`config.mk`:
```
export PLATFORM = sky130hd
export DESIGN_NAME = bank_responder
export DESIGN_NICKNAME = d
export VERILOG_FILES = /design/src/rtl/bank_pkg.sv /design/src/rtl/onehot_enc.sv /design/src/rtl/bank_responder.sv
export SDC_FILE = /design/constraint.sdc
export NUM_CORES = 1
export LEC_CHECK = 0
export CORE_MARGIN = 2
export CORE_UTILIZATION = 56
export DETAILED_ROUTE_END_ITERATION = 12
export PLACE_DENSITY = 0.87
export SETUP_SLACK_MARGIN = 0.2
export SLEW_MARGIN = 20
export SYNTH_ARGS = -nofsm -noshare
export SYNTH_HDL_FRONTEND = slang
export SYNTH_HIERARCHICAL = 1
export SYNTH_SLANG_ARGS = --single-unit
```
`constraint.sdc`:
```
create_clock -name clk -period 2.4 [get_ports clk]
set_clock_uncertainty 0.1 [all_clocks]
set_input_delay 0.24 -clock clk [delete_from_list [all_inputs] [get_ports clk]]
set_output_delay 0.24 -clock clk [all_outputs]
set_load 0.01 [all_outputs]
```
`src/rtl/bank_pkg.sv`:
```
// rtl/bank_pkg.sv - default bank geometry and the default-size stage-1 request record
package bank_pkg;

    localparam int N_DEF      = 5;
    localparam int ADDR_W_DEF = 4;
    localparam int DATA_W_DEF = 8;
    localparam int IDX_W_DEF  = (N_DEF > 1) ? $clog2(N_DEF) : 1;

    typedef struct packed {
        logic [IDX_W_DEF-1:0]  idx;
        logic                  we;
        logic [ADDR_W_DEF-1:0] addr;
        logic [DATA_W_DEF-1:0] wdata;
        logic                  valid;
    } bank_req_t;

endpackage

```
`src/rtl/onehot_enc.sv`:
```
// rtl/onehot_enc.sv - one-hot to index encoder with any/multi-hot flags
module onehot_enc #(
    parameter int N     = 5,
    parameter int IDX_W = 3
) (
    input  logic [N-1:0]     onehot,
    output logic [IDX_W-1:0] idx,
    output logic             any,
    output logic             multi
);

    always_comb begin
        idx   = '0;
        any   = 1'b0;
        multi = 1'b0;
        for (int i = 0; i < N; i++) begin
            if (onehot[i]) begin
                if (any) multi = 1'b1;
                any = 1'b1;
                idx = IDX_W'(i);
            end
        end
    end

endmodule

```
`src/rtl/bank_responder.sv`:
```
// rtl/bank_responder.sv - two-stage single-bank responder for N requesters
module bank_responder
    import bank_pkg::*;
#(
    parameter int N      = N_DEF,
    parameter int ADDR_W = ADDR_W_DEF,
    parameter int DATA_W = DATA_W_DEF
) (
    input  logic                clk,
    input  logic                rst_n,
    input  logic [N-1:0]        grant,
    input  logic [N-1:0]        req_we,
    input  logic [N*ADDR_W-1:0] req_addr,
    input  logic [N*DATA_W-1:0] req_wdata,
    output logic [N-1:0]        resp_valid,
    output logic                resp_we,
    output logic [DATA_W-1:0]   resp_rdata,
    output logic                grant_err,
    output logic [7:0]          err_cnt
);

    localparam int IDX_W = (N > 1) ? $clog2(N) : 1;
    localparam int DEPTH = 2 ** ADDR_W;

    // Same shape as bank_pkg::bank_req_t, sized by this instance's parameters
    typedef struct packed {
        logic [IDX_W-1:0]  idx;
        logic              we;
        logic [ADDR_W-1:0] addr;
        logic [DATA_W-1:0] wdata;
        logic              valid;
    } s1_req_t;

    logic [IDX_W-1:0] enc_idx;
    logic             enc_any;
    logic             enc_multi;

    s1_req_t           s1_d, s1_q;
    logic              grant_err_d, grant_err_q;
    logic [7:0]        err_cnt_d, err_cnt_q;
    logic [N-1:0]      resp_valid_d, resp_valid_q;
    logic              resp_we_d, resp_we_q;
    logic [DATA_W-1:0] resp_rdata_d, resp_rdata_q;
    logic [DATA_W-1:0] mem_d [DEPTH];
    logic [DATA_W-1:0] mem_q [DEPTH];

    onehot_enc #(
        .N     (N),
        .IDX_W (IDX_W)
    ) u_onehot_enc (
        .onehot (grant),
        .idx    (enc_idx),
        .any    (enc_any),
        .multi  (enc_multi)
    );

    // Stage 1: capture the granted requester's fields; a multi-hot grant becomes a bubble
    always_comb begin
        s1_d.idx   = enc_idx;
        s1_d.we    = 1'b0;
        s1_d.addr  = '0;
        s1_d.wdata = '0;
        s1_d.valid = enc_any && !enc_multi;
        for (int i = 0; i < N; i++) begin
            if (grant[i]) begin
                s1_d.we    = req_we[i];
                s1_d.addr  = req_addr[i*ADDR_W +: ADDR_W];
                s1_d.wdata = req_wdata[i*DATA_W +: DATA_W];
            end
        end
        grant_err_d = enc_multi;
        err_cnt_d   = err_cnt_q;
        if (enc_multi && (err_cnt_q != 8'hFF)) err_cnt_d = err_cnt_q + 8'd1;
    end

    // Stage 2: memory access; write responses leave resp_rdata untouched
    always_comb begin
        for (int w = 0; w < DEPTH; w++) mem_d[w] = mem_q[w];
        resp_valid_d = '0;
        resp_we_d    = 1'b0;
        resp_rdata_d = resp_rdata_q;
        if (s1_q.valid) begin
            resp_valid_d[s1_q.idx] = 1'b1;
            if (s1_q.we) begin
                mem_d[s1_q.addr] = s1_q.wdata;
                resp_we_d        = 1'b1;
            end else begin
                resp_rdata_d = mem_q[s1_q.addr];
            end
        end
    end

    always_ff @(posedge clk or negedge rst_n) begin
        if (!rst_n) begin
            s1_q         <= '0;
            grant_err_q  <= 1'b0;
            err_cnt_q    <= 8'd0;
            resp_valid_q <= '0;
            resp_we_q    <= 1'b0;
            resp_rdata_q <= '0;
            for (int w = 0; w < DEPTH; w++) mem_q[w] <= '0;
        end else begin
            s1_q         <= s1_d;
            grant_err_q  <= grant_err_d;
            err_cnt_q    <= err_cnt_d;
            resp_valid_q <= resp_valid_d;
            resp_we_q    <= resp_we_d;
            resp_rdata_q <= resp_rdata_d;
            for (int w = 0; w < DEPTH; w++) mem_q[w] <= mem_d[w];
        end
    end

    assign resp_valid = resp_valid_q;
    assign resp_we    = resp_we_q;
    assign resp_rdata = resp_rdata_q;
    assign grant_err  = grant_err_q;
    assign err_cnt    = err_cnt_q;

endmodule
```
==> impl_metrics.ini <==
[logic_synthesis]
synth_ff_type = dfrtp_1
syn_nets = 655
yosysMostFrequentCell = dfrtp_1
synthTopCellsByCount = dfrtp_1 (168), mux2_2 (129), a21oi_1 (30)
synthArstFlopShare_pct = 100
synth_edf_count = 0
netlist_instances = 582
yosysTopAreaCell = dfrtp_1
syn_area_per_cell_sq_um = 13.6
synth-seq-area-share_pct = 53.3
netlist_area_sq_um = 7890
ys_warn_count = 6
synth_top_cell_area_share_pct = 53.3
yosysUniqueCellTypes = 48
synthTopCellsByArea = dfrtp_1 (53%), mux2_2 (18%), mux4_2 (6.9%)
ys_seq_elements = 168

[die]
die_h_um = 123
die_area_sq_um = 15100
io_pins = 95
die_x_um = 123
floorplan.rows = 43
core_sq_um = 13800
initial_core_util_pct = 57.1

[placement]
place_hpwl_mm = 12.2
io_buffers = 94
place_inst = 833
place_area_sq_um = 9030
place.gp.congestion = 0.876
place_ws_ns = 0.137

[timing]
worst_slew_pin_slew_ns = 0.703
clock.fmax_mhz = 475
rsz0062_at_grt = no
hold_viol = 0
finalSetupViolCount = 0
slew_headroom_pct = 53.1
fin_crit_sh_pct = 87.7
drv_slew = 0
fin_crit_ns = 2.11
tns_ns = 0
worst_slack_ns = 0.294

[clocking]
cts-buffers-inserted = 17
ctsResizeCount = 0
hold_buffers = 1
postCtsSetupBuffers = 0
h-tree-depth = 4
ctsLongestPathBuffers = 2
cts-root-buf = clkbuf_16
clk_latency_ns = 0.43
cts_tree = done
clkTransAtPathRegs_ns = 0.06
cts_sinks = 168

[worst_setup_path]
critPathMaxFanout = 11
slowest_delay_ns = 0.60
path_cells = buf_4 > nand3b_1 > o221a_2 > a31oi_1
critPathKind = flop to flop
crit_family = compound AO/OA/AOI/OAI gates
required_ns = 2.63
cp_slowest_cell = dfrtp_1
startpoint_type = flop
endpoint_kind = flop
arrival_ns = 2.34
worst-path-buf-inv = 1

[final_layout]
area_growth_pct = 22.6
diodes = 0
fillers = 878
fin_nets = 746
multi_input_area_sq_um = 3490
stdcell_area_sq_um = 9670
register_area_sq_um = 4210
stdcell_count = 866
layout-drive-gt1-share_pct = 32.4

[flow_run]
maxCapViolations = 0

[power_and_ir_drop]
swShare_pct = 25.9
powerDensity_nw_per_um2 = 880
ir_drop_mv = 0.630
combPwrFrac_pct = 19.9
pwr-share-seq_pct = 45.8
internal_power_mw = 6.31
power_mw = 8.51
pwr-share-clk_pct = 34.3
power_leakage_nw = 4.26
power_switching_mw = 2.21

[drt]
drc = 0
wl_mm = 17.9
viasPerCell = 6.03
vias = 5220
wl_per_cell_um = 20.7
dr.pass1.iters = 4
drt-initial-drc-count = 352
drtAntennaViolNets = 0

[global_routing]
grt_pass1_vias = 5383
grt_antenna_before_repair = 0
grt_max_degree = 66
gr-usage-all-layers_pct = 25.6
grt.overflow.total = 0
grt_first_pass_wirelength_mm = 28.3

[min_path]
hold_class = input port to async pin

[status]
status = complete, no violations
## kinds of logic (layout without fill, tap and decap cells)
kind of cell,Yosys count,count (layout),share of synthesized area [%]
adder cells (fa/ha/maj),2,2,0.301
multiplexers,169,169,27.3
XOR/XNOR,4,4,0.444
AO/OA/AOI/OAI,76,76,7.04
AND/OR/NAND/NOR,122,122,9.18
buffers and inverters,41,145,2.44
flip-flops,168,168,53.3
## metal layers
layer | track usage (%) | wire length [um] | vias to the layer above
met5 | 0 | 0 | -
li1 | - | - | 2336
met3 | 7.20 | 1050 | 31
met4 | 9.27 | 415 | 0
met1 | 32.7 | 7530 | 2669
met2 | 42.0 | 8920 | 184
## layout make-up
class,instances,share of cell area (%)
Multi-Input combinational cell,373,36.1
Tap cell,180,2.33
Clock inverter,12,2.08
Clock buffer,20,4.51
Timing Repair Buffer,110,11.4
Sequential cell,168,43.5
Inverter,3,0.116
## state kept, by name, summed over array words and instances (netlist names)
register,flops
err_cnt,8
s1_q,17
mem_q,128
resp_we,1
resp_rdata,8
grant_err,1
resp_valid,5
## power by group through the flow
| stage | clock, mW | combinational (mW) | sequential, mW |
|---|---|---|---|
| 3_3_place_gp | 0 | 1.62 | 3.87 |
| 5_1_grt | 3.11 | 1.82 | 3.97 |
| 3_5_place_dp | 0 | 1.69 | 3.93 |
| 6_report | 2.92 | 1.69 | 3.90 |
| 2_1_floorplan | 0 | 1.06 | 3.80 |
| 4_1_cts | 2.96 | 1.71 | 3.89 |
## worst paths after layout
path,to,slack (ns),startpoint,depth (start not counted)
max in group asynchronous,mem_q[3],1.17,rst_n,3
min in group clk,s1_q[5],0.31,req_wdata[36],3
min,mem_q[41],0.28,rst_n,2
max,resp_rdata[1],0.29,s1_q[11],4
max reg2reg,resp_rdata[1],0.29,s1_q[11],4
min reg2reg,resp_valid[2],0.38,s1_q[16],1
## cells in the final DEF (no fill, tap or decap), drive strengths merged, types with 3 or more instances in the layout
cell           count
dfrtp            168
mux2             129
clkdlybuf4s50     93
a21oi             30
nor2b             29
nand2             25
mux4              24
nor2              24
clkbuf            20
nand3b            17
mux2i             16
buf               16
a311o             13
a31oi              9
a22oi              8
o221a              8
nand2b             5
bufinv             5
nor3               5
clkinv             5
nand4              4
inv                3
xor2               3
## per-stage QoR
step                utilization, %  hold WS [ns]
finish                        70.0         0.285
floorplan                        -        -0.156
detailed placement            65.3         0.173
CTS                           70.0         0.296
global placement              65.3         0.163
global route                  70.0         0.315
(Power assumes the default switching activity.)
